===== src/rtl/nes_controller_emulator.sv =====
`timescale 1ns/1ps
// nes_controller_emulator
//
// Emulates the serial side of an NES joypad. The console drives nesLatch and
// nesDataClk asynchronously to clk. While the latch is high the shift register
// tracks the live (inverted) button levels. On the latch falling edge the
// register freezes. Each data-clock rising edge then shifts one button onto
// nesData.
//
// Parameters
//   SYNC_STAGES  synchroniser depth on nesLatch / nesDataClk (legal 2..4)
//   FILL_BIT     level shifted in behind the 8 buttons, and driven when idle
//
// Ports
//   clk                  system clock, much faster than nesDataClk
//   reset                asynchronous active-low reset
//   nesLatch, nesDataClk console strobes, asynchronous to clk
//   nesData              registered serial data, low = pressed
//   A..right             live button levels, high = pressed
//   frameDone            one-cycle pulse when the 8th bit has been shifted out
//   busy                 high while in LOAD or SHIFT
//   latchCount           count of latch rising edges, wraps at 16 bits
module nes_controller_emulator #(
    parameter int SYNC_STAGES = 2,
    parameter bit FILL_BIT    = 1'b1
) (
    input  logic        clk,
    input  logic        reset,
    input  logic        nesLatch,
    input  logic        nesDataClk,
    output logic        nesData,
    input  logic        A,
    input  logic        B,
    input  logic        select,
    input  logic        start,
    input  logic        up,
    input  logic        down,
    input  logic        left,
    input  logic        right,
    output logic        frameDone,
    output logic        busy,
    output logic [15:0] latchCount
);

    typedef enum logic [1:0] {
        IDLE  = 2'd0,
        LOAD  = 2'd1,
        SHIFT = 2'd2,
        DONE  = 2'd3
    } state_t;

    logic [1:0]             run_sync_reg;
    logic                   run;
    logic [SYNC_STAGES-1:0] latch_sync_reg;
    logic [SYNC_STAGES-1:0] dclk_sync_reg;
    logic                   latch_prev_reg;
    logic                   dclk_prev_reg;
    logic                   latch_s;
    logic                   dclk_s;
    logic                   latch_rise;
    logic                   latch_fall;
    logic                   dclk_rise;
    state_t                 state_reg;
    state_t                 state_next;
    logic [7:0]             buttons;
    logic [7:0]             load_vec;
    logic [7:0]             shift_reg;
    logic [7:0]             shift_next;
    logic [3:0]             bit_cnt_reg;
    logic [3:0]             bit_cnt_next;
    logic [15:0]            latch_count_reg;
    logic [15:0]            latch_count_next;
    logic                   nes_data_reg;
    logic                   nes_data_next;
    logic                   frame_done_reg;
    logic                   frame_done_next;
    logic                   busy_reg;
    logic                   busy_next;

    // Bit 0 is A, so it is the first bit presented on nesData.
    assign buttons = {right, left, down, up, start, select, B, A};

    // The wire protocol is active-low: a pressed button reads as 0.
    genvar gi;
    generate
        for (gi = 0; gi < 8; gi++) begin : g_load
            assign load_vec[gi] = ~buttons[gi];
        end
    endgenerate

    // Reset release is retimed through two flops. All other state holds its
    // reset value until run rises. As a result, nothing changes before the
    // second clk edge after reset deasserts.
    always_ff @(posedge clk or negedge reset) begin
        if (!reset) begin
            run_sync_reg <= 2'b00;
        end else begin
            run_sync_reg <= {run_sync_reg[0], 1'b1};
        end
    end
    assign run = run_sync_reg[1];

    assign latch_s    = latch_sync_reg[SYNC_STAGES-1];
    assign dclk_s     = dclk_sync_reg[SYNC_STAGES-1];
    assign latch_rise = latch_s & ~latch_prev_reg;
    assign latch_fall = ~latch_s & latch_prev_reg;
    assign dclk_rise  = dclk_s & ~dclk_prev_reg;

    // State register process (also holds the synchronisers and the datapath).
    always_ff @(posedge clk or negedge reset) begin
        if (!reset) begin
            latch_sync_reg  <= '0;
            dclk_sync_reg   <= '0;
            latch_prev_reg  <= 1'b0;
            dclk_prev_reg   <= 1'b0;
            state_reg       <= IDLE;
            shift_reg       <= '1;
            bit_cnt_reg     <= 4'd0;
            latch_count_reg <= 16'd0;
            nes_data_reg    <= 1'b1;
            frame_done_reg  <= 1'b0;
            busy_reg        <= 1'b0;
        end else if (run) begin
            latch_sync_reg  <= {latch_sync_reg[SYNC_STAGES-2:0], nesLatch};
            dclk_sync_reg   <= {dclk_sync_reg[SYNC_STAGES-2:0], nesDataClk};
            latch_prev_reg  <= latch_s;
            dclk_prev_reg   <= dclk_s;
            state_reg       <= state_next;
            shift_reg       <= shift_next;
            bit_cnt_reg     <= bit_cnt_next;
            latch_count_reg <= latch_count_next;
            nes_data_reg    <= nes_data_next;
            frame_done_reg  <= frame_done_next;
            busy_reg        <= busy_next;
        end
    end

    // Next-state logic. A latch rising edge outranks everything, including a
    // data-clock edge detected in the same cycle. DONE and IDLE are left only
    // by a new latch.
    always_comb begin
        state_next = state_reg;
        if (latch_rise) begin
            state_next = LOAD;
        end else begin
            case (state_reg)
                LOAD:    if (latch_fall) state_next = SHIFT;
                SHIFT:   if (dclk_rise && bit_cnt_reg == 4'd7) state_next = DONE;
                default: state_next = state_reg;
            endcase
        end
    end

    // Output and datapath logic.
    always_comb begin
        shift_next       = shift_reg;
        bit_cnt_next     = bit_cnt_reg;
        latch_count_next = latch_count_reg;
        if (latch_rise) begin
            // Loading on the entry cycle puts ~A on nesData without an
            // extra cycle of delay. The bit counter is left alone here and
            // is cleared when the latch falls.
            shift_next       = load_vec;
            latch_count_next = latch_count_reg + 16'd1;
        end else begin
            case (state_reg)
                LOAD: begin
                    // On the falling edge, keep the previous cycle's load.
                    // The buttons sampled then are the ones the frame carries.
                    if (latch_fall) bit_cnt_next = 4'd0;
                    else            shift_next   = load_vec;
                end
                SHIFT: begin
                    if (dclk_rise) begin
                        shift_next   = {FILL_BIT, shift_reg[7:1]};
                        bit_cnt_next = (bit_cnt_reg >= 4'd8) ? 4'd8 : bit_cnt_reg + 4'd1;
                    end
                end
                default: shift_next = shift_reg;
            endcase
        end
        busy_next       = (state_next == LOAD) || (state_next == SHIFT);
        frame_done_next = (state_reg == SHIFT) && (state_next == DONE);
        nes_data_next   = busy_next ? shift_next[0] : FILL_BIT;
    end

    assign nesData    = nes_data_reg;
    assign frameDone  = frame_done_reg;
    assign busy       = busy_reg;
    assign latchCount = latch_count_reg;

endmodule


===== config.mk =====
export PLATFORM = sky130hd
export DESIGN_NAME = nes_controller_emulator
export DESIGN_NICKNAME = d
export VERILOG_FILES = /design/src/rtl/nes_controller_emulator.sv
export SDC_FILE = /design/constraint.sdc
export NUM_CORES = 1
export LEC_CHECK = 0
export CORE_UTILIZATION = 55
export CTS_BUF_LIST = sky130_fd_sc_hd__clkbuf_4 sky130_fd_sc_hd__clkbuf_8
export CTS_CLUSTER_SIZE = 16
export DETAILED_ROUTE_END_ITERATION = 7
export GPL_TIMING_DRIVEN = 0
export MAX_ROUTING_LAYER = met4
export PLACE_DENSITY_LB_ADDON = 0.08
export SLEW_MARGIN = 20
export SYNTH_ARGS = -nofsm -noshare
export SYNTH_HDL_FRONTEND = slang
export SYNTH_SLANG_ARGS = --single-unit

===== constraint.sdc =====
create_clock -name clk -period 4.1 [get_ports clk]
set_input_delay 1.23 -clock clk [delete_from_list [all_inputs] [get_ports clk]]
set_output_delay 1.23 -clock clk [all_outputs]
set_load 0.01 [all_outputs]

# Word-level counts from Yosys, hierarchy flattened
# Index checks and enable logic that the tools add are counted.
# op_classes
div_mod_pow,0
n_eq_ne,10
multipliers,0
n_shift,0
muxes,13
reduce_logical,8
addsub,2
bitwise,15
order_cmp,1
# ops
op,n
8-bit 2-to-1 mux,3
16-bit by 1-bit adder with 16-bit output (second input constant),1
8-bit one-hot mux with 2 select lines,1
4-bit 2-to-1 mux,3
1-bit NOT,12
4-bit one-hot mux with 2 select lines,1
2-bit == test (second input constant),3
2-bit 2-to-1 mux,3
3-bit inequality test (second input constant),2
5-bit AND reduction,1
4-bit by 1-bit adder with 4-bit output (second input constant),1
2-bit by 1-bit == test with 1-bit output (second input constant),2
4-bit by 3-bit == test with 1-bit output (second input constant),1
4-bit >= comparator (second input constant),1
2-bit inequality test (second input constant),2
2-bit one-hot mux with 2 select lines,1
4-bit AND reduction,1
1-bit bitwise AND,3
3-bit nonzero test,1
1-bit logical AND,2
2-bit AND reduction,1
2-bit nonzero test,1
1-bit logical OR,1
1-bit 2-to-1 mux,1
# totals
inputBits,12
latchBits,0
rom_bits,0
mem_count,0
wordCells,62
output_inout_bits,19
reg_bits,41
ramBits,0

# Logic depth before layout (Yosys ltp)
# logic_depth
depth_word,9
ltp_mapped,9
depth_no_buf,8

# Worst setup path before layout
# OpenSTA, ideal clock, no wires.
# synth_timing
kind,flip-flop to flip-flop
from,reg state_reg[1]
to,reg busy_reg (netlist: busy)
synth_period_minus_slack_ns,1.895
path_slack_ns,2.205
setup_time_ns,0.125
arrival_ns,1.770
stages_incl_launch_ff,9
n_path_buf,1
required_ns,3.975
cell_sequence,dfrtp_1 > inv_1 > ha_1 > clkbuf_2 > and2b_2 > o21ai_0 > o221ai_1 > ha_1 > mux2_2
# synth_via
elab_chain_len,5
word_cells_on_any_way,9
classes_between,4 x eq/ne; 4 x mux; 1 x reduce/logical
# synth_rtl
item,line_no,rtl
"start, declared",63,state_t state_reg;
"start signal, assigned",128,state_reg <= state_next;
2-bit == test or 2-bit by 1-bit == test with 1-bit output (tied branches),146,case (state_reg)
2-bit one-hot mux with 2 select lines *,146,
2-bit 2-to-1 mux *,143,if (latch_rise) begin
named net state_next[0],64,state_t state_next;
2-bit by 1-bit == test with 1-bit output or 2-bit == test (tied branches),182,busy_next = (state_next == LOAD) || (state_next == SHIFT);
1-bit logical OR *,182,
named net busy_next,78,logic busy_next;
"end signal, assigned",134,busy_reg <= busy_next;
"end, declared",77,logic busy_reg;
# The timed path passes the listed nets; every way through them passes the cells marked *.
# A chain may end at the register's enable or synchronous reset.

# Worst setup path after layout
# layout_timing
from,reg nes_data_reg (netlist: nesData)
to,out nesData
# layout_rtl
item,line_no,rtl
"start, declared",73,logic nes_data_reg;
"start signal, assigned",132,nes_data_reg <= nes_data_next;
"end, declared",31,"output logic nesData,"
# No word-level cell between the ends.

==> reports/metrics.csv <==
metric,value,unit
worst_pin_slew,0.522,ns
worstHoldPathType,flip-flop to flip-flop,
cts_max_path_buffers,2,
ios,31,
hp-start,run_sync_reg[0]$_DFF_PN0_,
setup_viol,0,
synth_xor_area_share,6.41,%
io_buffer_count,30,
cp_max_fo,2,
postSynthAreaPerCell,11.4,um2
status,"finished, final reports clean",
grt_pass1_wl,7070,um
r2r_start,state_reg[1]$_DFFE_PN0P_,
cp.depth,1,
finalPower,1.40,mW
area_growth,23.6,%
netlist-cell-type-count,48,
cp_data_arrival_time,1.36,ns
final_util,73.6,%
cts_setup_buffers,0,
synth_top_family_by_area,simple AND/OR/NAND/NOR gates,
crit_family,buffers and inverters,
numCtsBuffers,5,
max_stage_delay,0.55,ns
setup.worst_path.end,nesData,
reg2reg_slack,1.95,ns
die_area,0.00398,mm2
crit_chain,clkdlybuf4s50_1,
postSynthCellCount,180,
maxSlewHeadroom,65.2,%
synth_compound_area_share,11.8,%
fin_area,0.00253,mm2
drc,0,
hold_slack,0.353,ns
cts_tree,yes,
synth_edf_count,0,
finalNetCount,237,
fp.dieH,63.1,um
rsz0062_at_grt,no,
coreArea,0.00344,mm2
ys.flop_type,dfrtp_1,
synthArstFlopShare,100,%
fmax,0.386,GHz
synth_fa_ha_area_share,5.31,%
drv_slew,0,
drive_gt1_share,21.6,%
cp-start-kind,flip-flop,
place_area,0.00243,mm2
worstSetupPathType,flip-flop to output port,
place_hpwl,2950,um
clk_pin_slew,0.07,ns
rr_worst_depth,8,
drv_cap,0,
fin_crit_sh,63.2,%
end_kind,output port,
die_w,63.1,um
via_per_inst,5.68,
reg2reg_to,busy$_DFFE_PN0P_,
drt-initial-drc-count,106,
synth_warnings,0,
grt_use_total,23.4,%
clk_latency,0.29,ns
antenna_found_initial,0,
ctsResizeCount,0,
cts.sinks,41,
htreeDepth,2,
drtAntennaViolNets,0,
seq_area_frac_synth,50.6,%
num_rows,21,
avgRoutedWirePerCell,15.3,um
grt_start_max_net_pins,25,
ys_seq_elements,41,
drt_wl_total,4040,um
setup-tns-final,0,ns
leakage,1.04,nW
largest_register_ffs,16,
crit_buf_inv,1,
vias,1499,
overflow,0,
cts_root_buf,clkbuf_8,
crit_start,nesData$_DFFE_PN1P_,
gp_congestion,0.817,
syn_nets,199,
synth-simple-area-share,14.5,%
p_per_area,552,mW/mm2
grt_pass1_vias,1554,
start_util,59.6,%
n_antenna_cell,0,
peakVddDrop,556,uV
crit_slowest_cell,clkdlybuf4s50_1,
cts_hold_buf,0,
synthMuxAreaShare,7.69,%
dr.pass1.iters,4,
min_period,2.59,ns
required,2.87,ns
finalHoldViolCount,0,
synth_area,0.00205,mm2
skew,0.00270,ns
worst min-delay path by stage:
stage | endpoint | slack [ns] | depth (start not counted)
final | run_sync_reg[1]$_DFF_PN0_ | 0.35 | 0
after detailed placement | run_sync_reg[1]$_DFF_PN0_ | 0.34 | 0
after global routing | run_sync_reg[1]$_DFF_PN0_ | 0.36 | 0
after CTS | run_sync_reg[1]$_DFF_PN0_ | 0.36 | 0
after global placement | run_sync_reg[1]$_DFF_PN0_ | 0.33 | 0
after floorplan | run_sync_reg[1]$_DFF_PN0_ | 0.33 | 0
report_power, final:
group / switching (mW) / leakage [nW] / internal [mW]
sequential: 0.0703 / 0.511 / 0.518
combinational: 0.253 / 0.475 / 0.248
clock: 0.132 / 0.0540 / 0.177
metrics by stage:
step / setup slack, ns / instances
after global placement: 0.879 / 256
after CTS: 1.50 / 264
after global routing: 1.49 / 264
after detailed placement: 1.82 / 257
after floorplan: 2.21 / 180
final: 1.51 / 264
synth_stat cells, types with 2 or more instances:
master     instances  area share (%)
a21oi_1            4            0.98
and3_1             3            0.92
and4_1             4             1.7
buf_2              2            0.49
clkbuf_1           2            0.37
dfrtp_1           32              39
dfstp_2            9              12
ha_1               7             4.3
inv_1              8             1.5
mux2_2            14             7.7
nand2_1           13             2.4
nand2b_1           2            0.61
nand3_1           11             2.7
nand4_1            3            0.92
nor2_1             3            0.55
o211ai_1           3             1.1
o21ai_0           10             2.4
o22ai_1            2            0.61
o2bb2ai_1          6             2.6
xnor2_1           14             6.0
area by class of cell:
class                           instances  area (um2)
Buffer                                  7        37.5
Clock buffer                            5        68.8
Clock inverter                          2        35.0
Fill cell                             247         907
Inverter                                9        33.8
Multi-Input combinational cell        123         942
Sequential cell                        41        1040
Tap cell                               46        57.6
Timing Repair Buffer                   31         323
routing by layer:
metal / vias to the layer above / global-route usage [%] / wire [um]
li1: 717 / - / -
met1: 734 / 27.8 / 1800
met2: 41 / 39.8 / 1990
met3: 7 / 4.89 / 191
met4: 0 / 6.98 / 54
met5: - / - / 0
layout by cell type (no fill, tap or decap), types with 2 or more instances in the layout:
master and n:
nand4_1 3, and3_1 3, nand2_1 13, o21ai_0 10, o211ai_1 3, mux2_2 14
nor2_1 3, a21oi_1 4, o22ai_1 2, nand2b_1 2, and4_1 4, xnor2_1 14
clkbuf_8 5, clkbuf_1 2, o2bb2ai_1 6, buf_2 3, clkdlybuf4s50_1 29, nand3_1 11
inv_1 8, ha_1 7, dfstp_2 9, dfrtp_1 32
kinds of logic (layout without fill, tap and decap cells):
group,count (synthesis),count (layout)
compound gates,34,34
xor+xnor,15,15
fa+ha+maj,9,9
buf+inv,16,54
flops,41,41
mux,14,14
other cells,1,1
simple gates,50,50
(Power assumes the default switching activity.)
